$ cat src/rtl/counter_bank_reader_if.sv
`default_nettype none
// +--------------------------------------------------------------------------+
// | counter_bank_reader_if : snapshot request + streamed word handshake      |
// | Rev 1.0                                                                  |
// +--------------------------------------------------------------------------+
interface counter_bank_reader_if #(
  parameter int N     = 4,
  parameter int WIDTH = 8,
  parameter int IDX_W = 3
);
  logic [N*WIDTH-1:0] cnt_in;
  logic               snap_req;
  logic               busy;
  logic [WIDTH-1:0]   dout;
  logic [IDX_W-1:0]   dout_idx;
  logic               dout_valid;
  logic               dout_ready;
  logic               done;

  modport master (
    input  cnt_in, snap_req, dout_ready,
    output busy, dout, dout_idx, dout_valid, done
  );

  modport slave (
    output cnt_in, snap_req, dout_ready,
    input  busy, dout, dout_idx, dout_valid, done
  );
endinterface
`default_nettype wire

$ cat src/rtl/counter_bank_reader.sv
`default_nettype none
// +--------------------------------------------------------------------------+
// | counter_bank_reader : snapshots a packed counter vector and streams it    |
// | word by word; READER_CHECKSUM_EN appends an XOR checksum word.  Rev 1.0   |
// +--------------------------------------------------------------------------+
module counter_bank_reader #(
  parameter int N     = 4,
  parameter int WIDTH = 8,
  parameter int IDX_W = 3
) (
  input  logic                 clk,
  input  logic                 reset_n,
  counter_bank_reader_if.master bus
);

  typedef enum logic [1:0] {
    IDLE = 2'd0,
    SEND = 2'd1
`ifdef READER_CHECKSUM_EN
    , CHK = 2'd2
`endif
  } state_e;

  state_e             state_q, state_d;
  logic [N*WIDTH-1:0] shadow_q, shadow_d;
  logic [WIDTH-1:0]   dout_q, dout_d;
  logic [IDX_W-1:0]   idx_q, idx_d;
  logic               valid_q, valid_d;
  logic               done_q, done_d;

  logic [IDX_W-1:0]   next_idx;
  logic [WIDTH-1:0]   next_word;
  logic               last_word;
  logic               accept;

  // Word lookup by compare-and-select keeps widths exact for any N.
  always_comb begin
    next_idx  = idx_q + 1'b1;
    next_word = '0;
    for (int i = 0; i < N; i++) begin
      if (next_idx == IDX_W'(i)) next_word = shadow_q[i*WIDTH +: WIDTH];
    end
  end

`ifdef READER_CHECKSUM_EN
  logic [WIDTH-1:0] chk_word;
  always_comb begin
    chk_word = '0;
    for (int i = 0; i < N; i++) chk_word = chk_word ^ shadow_q[i*WIDTH +: WIDTH];
  end
`endif

  assign last_word = (idx_q == IDX_W'(N-1));
  assign accept    = valid_q && bus.dout_ready;

  always_comb begin
    state_d  = state_q;
    shadow_d = shadow_q;
    dout_d   = dout_q;
    idx_d    = idx_q;
    valid_d  = valid_q;
    done_d   = 1'b0;
    unique case (state_q)
      IDLE: begin
        if (bus.snap_req) begin
          shadow_d = bus.cnt_in;
          dout_d   = bus.cnt_in[WIDTH-1:0];
          idx_d    = '0;
          valid_d  = 1'b1;
          state_d  = SEND;
        end
      end
      SEND: begin
        if (accept) begin
          if (!last_word) begin
            idx_d  = next_idx;
            dout_d = next_word;
          end else begin
`ifdef READER_CHECKSUM_EN
            idx_d   = IDX_W'(N);
            dout_d  = chk_word;
            state_d = CHK;
`else
            valid_d = 1'b0;
            done_d  = 1'b1;
            state_d = IDLE;
`endif
          end
        end
      end
`ifdef READER_CHECKSUM_EN
      CHK: begin
        if (accept) begin
          valid_d = 1'b0;
          done_d  = 1'b1;
          state_d = IDLE;
        end
      end
`endif
      default: begin
        valid_d = 1'b0;
        state_d = IDLE;
      end
    endcase
  end

  always_ff @(posedge clk or negedge reset_n) begin
    if (!reset_n) begin
      state_q  <= IDLE;
      shadow_q <= '0;
      dout_q   <= '0;
      idx_q    <= '0;
      valid_q  <= 1'b0;
      done_q   <= 1'b0;
    end else begin
      state_q  <= state_d;
      shadow_q <= shadow_d;
      dout_q   <= dout_d;
      idx_q    <= idx_d;
      valid_q  <= valid_d;
      done_q   <= done_d;
    end
  end

  assign bus.busy       = (state_q != IDLE);
  assign bus.dout       = dout_q;
  assign bus.dout_idx   = idx_q;
  assign bus.dout_valid = valid_q;
  assign bus.done       = done_q;

endmodule
`default_nettype wire

$ cat src/flat_wrapper.sv
// flat-port wrapper written by rule: the top's interface ports become plain ports
module counter_bank_reader_flat 
#(
  parameter int N     = 4,
  parameter int WIDTH = 8,
  parameter int IDX_W = 3
)
  (clk, reset_n, bus_cnt_in, bus_snap_req, bus_dout_ready, bus_busy, bus_dout, bus_dout_idx, bus_dout_valid, bus_done);
  counter_bank_reader_if #(.N(N), .WIDTH(WIDTH), .IDX_W(IDX_W)) bus_i ();
  input  logic clk;
  input  logic reset_n;
  input wire logic [$bits(bus_i.cnt_in)-1:0] bus_cnt_in;
  input wire logic [$bits(bus_i.snap_req)-1:0] bus_snap_req;
  input wire logic [$bits(bus_i.dout_ready)-1:0] bus_dout_ready;
  output wire logic [$bits(bus_i.busy)-1:0] bus_busy;
  output wire logic [$bits(bus_i.dout)-1:0] bus_dout;
  output wire logic [$bits(bus_i.dout_idx)-1:0] bus_dout_idx;
  output wire logic [$bits(bus_i.dout_valid)-1:0] bus_dout_valid;
  output wire logic [$bits(bus_i.done)-1:0] bus_done;
  assign bus_i.cnt_in = bus_cnt_in;
  assign bus_i.snap_req = bus_snap_req;
  assign bus_i.dout_ready = bus_dout_ready;
  assign bus_busy = bus_i.busy;
  assign bus_dout = bus_i.dout;
  assign bus_dout_idx = bus_i.dout_idx;
  assign bus_dout_valid = bus_i.dout_valid;
  assign bus_done = bus_i.done;
  counter_bank_reader #(.N(N), .WIDTH(WIDTH), .IDX_W(IDX_W)) u_core (.clk(clk), .reset_n(reset_n), .bus(bus_i));
endmodule
$ cat config.mk
export PLATFORM = sky130hd
export DESIGN_NAME = counter_bank_reader_flat
export DESIGN_NICKNAME = d
export VERILOG_FILES = /design/src/rtl/counter_bank_reader_if.sv /design/src/rtl/counter_bank_reader.sv /design/src/flat_wrapper.sv
export SDC_FILE = /design/constraint.sdc
export NUM_CORES = 1
export LEC_CHECK = 0
export ABC_AREA = 1
export CAP_MARGIN = 20
export CORE_ASPECT_RATIO = 1.2
export CORE_UTILIZATION = 23
export DETAILED_ROUTE_END_ITERATION = 10
export GPL_ROUTABILITY_DRIVEN = 0
export SLEW_MARGIN = 20
export SYNTH_ARGS = -nofsm -noshare
export SYNTH_HDL_FRONTEND = slang
export SYNTH_SLANG_ARGS = --single-unit
$ cat constraint.sdc
create_clock -name clk -period 2.4 [get_ports clk]
set_input_delay 0.48 -clock clk [delete_from_list [all_inputs] [get_ports clk]]
set_output_delay 0.48 -clock clk [all_outputs]
set_load 0.05 [all_outputs]
======== Word-level counts from Yosys, hierarchy flattened ========
Index checks and enable logic that the tools add are counted.
word-level totals
  bits in registers ....................... 47
  input bits .............................. 36
  logic and storage cells ................. 47
operators by class
  add/sub/neg operators ................... 1
  equality and inequality tests ........... 9
  mux-type cells .......................... 23
  reductions and logical operators ........ 8
operator list
  operator                                                count
  two-way mux 8 bit                                       7
  case mux 8 bit (2 select lines)                         1
  == test 3 x 2 -> 1 bit (second input constant)          3
  two-way mux 3 bit                                       3
  two-way mux 1 bit                                       6
  two-way mux 2 bit                                       3
  case mux 3 bit (2 select lines)                         1
  inequality test 2 x 1 -> 1 bit (second input constant)  2
  inequality test 2 bit (second input constant)           2
  case mux 2 bit (2 select lines)                         1
  AND reduction 4 bit                                     1
  nonzero test 2 bit                                      2
  adder 3 x 1 -> 3 bit (second input constant)            1
  == test 3 x 1 -> 1 bit (second input constant)          1
  logical NOT 3 bit                                       1
  AND reduction 3 bit                                     1
  == test 2 x 1 -> 1 bit (second input constant)          1
  logical NOT 2 bit                                       1
  case mux 1 bit (2 select lines)                         1
  AND reduction 2 bit                                     1
  logical AND 1 bit                                       1

======== Longest topological paths before layout ========
  depth after elaboration ................. 9
  mapped depth ............................ 9
  mapped depth without buffers ............ 8

======== Worst setup path after synthesis ========
OpenSTA, ideal clock, no wires.
  path type ............................... register -> register
  from .................................... register u_core.idx_q[0] (netlist: u_core.bus.dout_idx[0])
  to ...................................... register u_core.dout_q[7] (netlist: u_core.bus.dout[7])
  data arrival time ....................... 1775 ps
  required time ........................... 2279 ps
  setup slack ............................. 503 ps
  cell stages (with the launch flop) ...... 9
  path buffers ............................ 1
  clock period less this slack ............ 1897 ps
  path through ............................ dfrtp_1 > ha_1 > ha_1 > clkbuf_1 > nand3_1 > nand3_1 > nand2_1 > nand2_1 > a21oi_1
on the way
  word-level cells in the longest chain between the ends .. 9
ends and longest elaborated chain
  what                             RTL line                    RTL
  from (decl)                      counter_bank_reader.sv:27   logic [IDX_W-1:0] idx_q, idx_d;
  from (signal assigned)           counter_bank_reader.sv:119  idx_q <= idx_d;
  adder 3 x 1 -> 3 bit             counter_bank_reader.sv:38   next_idx = idx_q + 1'b1;
  logical NOT 3 bit                counter_bank_reader.sv:41   if (next_idx == IDX_W'(i)) next_word = shadow_q[i*WIDTH +: WIDTH];
  two-way mux 8 bit (4 in series)  counter_bank_reader.sv:41
  two-way mux 8 bit                counter_bank_reader.sv:75   if (!last_word) begin
  two-way mux 8 bit                counter_bank_reader.sv:74   if (accept) begin
  case mux 8 bit (2 select lines)  counter_bank_reader.sv:63   unique case (state_q)
  to (signal assigned)             counter_bank_reader.sv:118  dout_q <= dout_d;
  to (decl)                        counter_bank_reader.sv:26   logic [WIDTH-1:0] dout_q, dout_d;
Parallel ways exist; a longest one is shown, timed or not. The select of a mux whose other input is x is not followed.
A chain may end at the register's enable or synchronous reset.

======== Worst setup path after layout ========
  from .................................... register u_core.idx_q[0] (netlist: u_core.bus.dout_idx[0])
  to ...................................... register u_core.dout_q[2] (netlist: u_core.bus.dout[2])
Same word-level chain as after synthesis.

==> impl_results.rst <==
.. list-table::
   :header-rows: 1

   * - Metric
     - Value
   * - Net count reported at finish
     - 361
   * - ANT nets after route
     - 0
   * - Total number of yosys warnings
     - 0
   * - Input/output buffers
     - 49
   * - Total met2 wirelength after detailed routing
     - 2.68 mm
   * - Final Cycle Share
     - 90.9%
   * - Dominant synthesized flop cell
     - dfrtp_1
   * - Run status
     - finished, final reports clean
   * - Vias after detailed routing
     - 1809
   * - Total Wirelength
     - 5.39 mm
   * - CTS buffer count
     - 5
   * - CTS tree
     - yes
   * - Final number of max-transition violations
     - 0
   * - Antenna violations before repair
     - 0
   * - Final Hold Fails
     - 0
   * - Post-synthesis cell type count
     - 21
   * - Clock sinks
     - 45
   * - CTS HTree Levels
     - 2
   * - Seq cells post-synth
     - 45
   * - Largest net degree at the start of global routing
     - 22
   * - Die Wd
     - 94.4 microns
   * - Worst-path clk slew
     - 0.06 ns
   * - Detailed placement HPWL
     - 4.24 mm
   * - Reported leakage power
     - 1.55 nW
   * - Clock Path Buffers
     - 2
   * - Cell Area, Synth
     - 2350 sq um
   * - Crit-path slowest cell
     - ha_1
   * - Count of mapped cells out of synthesis
     - 271
   * - Count of buffers added by post-CTS timing repair for setup
     - 0
   * - Crit path kind
     - flip-flop to flip-flop
   * - Maximum frequency from static timing analysis
     - 459 MHz
   * - Floorplan row count
     - 40
   * - Total DRC errors in the routed layout
     - 0
   * - Worst-Margin Slew
     - 0.512 ns
   * - Worst hold path class
     - input port to async pin
   * - Total Negative Setup Slacks
     - 0 ns
   * - Setup repair after global routing missed its margin
     - false
   * - Number of nets produced by synthesis
     - 313
   * - Clock skew after layout
     - 0.00486 ns
   * - Most common cell after layout, fill and taps aside
     - nand2_1
   * - I/O pin cnt
     - 50
   * - Number of setup violations in the final report
     - 0
   * - Area inside the core boundary
     - 9960 sq um
   * - Top layer reached by signal wires
     - met4
   * - Clock root buffer master
     - clkbuf_16
   * - PwrDens
     - 1380 nW/um^2
   * - Average cell area after synthesis
     - 8.69 sq um
   * - CP startpoint kind
     - flip-flop
   * - Share of synthesized flip-flops with an asynchronous set or reset
     - 100%
   * - Proportion of synthesized chip area in sequential cells
     - 47.8%
   * - CP max FO
     - 15
   * - Count of cells resized by post-cts repair
     - 0
   * - Number of max-capacitance violations reported
     - 0
   * - Ratio of cells with drive above 1 in the final layout
     - 15.9%
   * - First-pass iteration count of the detailed router
     - 4
   * - Cell repeated most along the worst path
     - nand2_1
   * - Area grow syn2layout
     - 32.6%
   * - Via density per instance
     - 4.06
   * - Min Tclk post-route
     - 2.18 ns
   * - Met3 Routed Length
     - 259 microns
   * - Number of DRC markers in iteration 0
     - 85
   * - Via count of the first global-routing pass
     - 1867
   * - Maximum vdd drop
     - 0.525 mV
   * - Most used cells in the layout excluding fill and tap cells
     - nand2_1, nor2_1, clkdlybuf4s50_1
   * - Kind of end point of the critical path
     - flip-flop
   * - Area enclosed by the die boundary
     - 10600 sq um
   * - Data arrival time of the critical path
     - 2.39 ns
   * - First-pass GRT wire length
     - 9.20 mm
   * - Overall Power
     - 4.32 mW
   * - Routed wire per std cell
     - 12.1 microns
   * - Required time at the endpoint of the critical path
     - 2.61 ns
   * - Starting utilization of the core area
     - 23.6%
   * - Delay contributed by the slowest stage of the critical path
     - 0.57 ns
   * - Count of flip-flops with a built-in enable after synthesis
     - 0
   * - Final global-route overflow total
     - 0
   * - Critical Path, Cell by Cell
     - ha_1 > ha_1 > nand2_1 > nand2_1 > inv_2 > nand2_1 > nand2_1 > a21oi_1
   * - Diodes inserted
     - 0
   * - Chip Height
     - 113 microns
   * - Latest clock arrival within the worst-skew pair
     - 0.29 ns
   * - Number of hold buffers added after cts
     - 0
   * - Worst setup slack for register-to-register paths
     - 0.22 ns
   * - Worst max-slew margin expressed relative to the limit
     - 65.7%
   * - Routed length on met1
     - 2.39 mm
   * - Gr usage total
     - 11.1%
## critical path, delay by kind of cell (launching register included)
family                   cells  cell delay [ns]
buffers and inverters        1             0.03
flip-flops                   1             0.43
AO/OA/AOI/OAI                1             0.13
adder cells (fa/ha/maj)      2             0.81
AND/OR/NAND/NOR              4             0.70
## synthesized netlist by cell type (2+ instances only)
master	n	area share [%]
a21oi_2	9	3.3
nand2_1	52	8.3
dfrtp_1	45	48
inv_2	10	1.6
mux2_4	15	9.6
a21oi_1	8	1.7
nand2_2	2	0.53
buf_2	5	1.1
o21ai_1	10	2.1
nor2_1	50	8.0
inv_1	21	3.3
nand3_1	26	5.5
ha_1	6	3.2
buf_6	3	1.4
buf_4	3	0.96
## final timing paths
kind                                                           end                               start  cells after the start
max in group asynchronous          u_core.shadow_q[18]$_DFFE_PN0P_                             reset_n                      2
min in group clk                    u_core.shadow_q[0]$_DFFE_PN0P_      u_core.shadow_q[0]$_DFFE_PN0P_                      2
worst max register to register      u_core.bus.dout[2]$_DFFE_PN0P_  u_core.bus.dout_idx[0]$_DFFE_PN0P_                      8
worst min register to register      u_core.shadow_q[0]$_DFFE_PN0P_      u_core.shadow_q[0]$_DFFE_PN0P_                      2
worst min-delay path            u_core.bus.dout_idx[2]$_DFFE_PN0P_                             reset_n                      1
worst max-delay path                u_core.bus.dout[2]$_DFFE_PN0P_  u_core.bus.dout_idx[0]$_DFFE_PN0P_                      8
## per-stage QoR
step	cells	cell area, sq um	setup slack (ns)	util [%]	hold WS [ns]
CTS	446	3120	0.202	31.3	0.113
global route	446	3120	0.0187	31.3	0.119
detailed placement	438	2950	0.218	29.6	0.418
global placement	438	2950	0.328	29.6	0.418
floorplan	271	2350	0.503	-	0.184
finish	446	3120	0.219	31.3	0.106
## power by group
part           internal (mW)  switching [mW]  total [mW]
registers               1.12           0.216        1.34
clock network          0.520           0.273       0.793
logic                  0.864            1.32        2.19
total                   2.51            1.81        4.32
## layout make-up
type,count,area [sq um]
clock buffer,7,143
clock inverter,1,30.0
fill,1026,6840
inverter,31,116
multi-input combinational,181,1020
sequential,45,1130
tap,126,158
timing repair buffer,55,531
## state kept, by name, indices dropped and copies added, names as in the netlist
register	cells
u_core.state_q	1
u_core.bus.dout_idx	3
u_core.bus.done	1
u_core.shadow_q	32
u_core.bus.dout	8
## routing by layer
layer  vias to the layer above  track usage, %
li1                        949               -
met1                       816            13.5
met2                        37            19.1
met3                         7            2.62
met4                         0            3.28
met5                         -               0
## cells by family (layout without fill, tap and decap cells)
group / count (synthesis) / in the layout / synth area share, %
and+or+nand+nor: 131 / 131 / 22.8
adders and majority gates: 6 / 6 / 3.19
DFF: 45 / 45 / 47.8
buffers and inverters: 45 / 94 / 8.93
muxes: 15 / 15 / 9.56
AOI/OAI and AO/OA: 29 / 29 / 7.71
No activity file was read; power rests on OpenSTA's default activity.
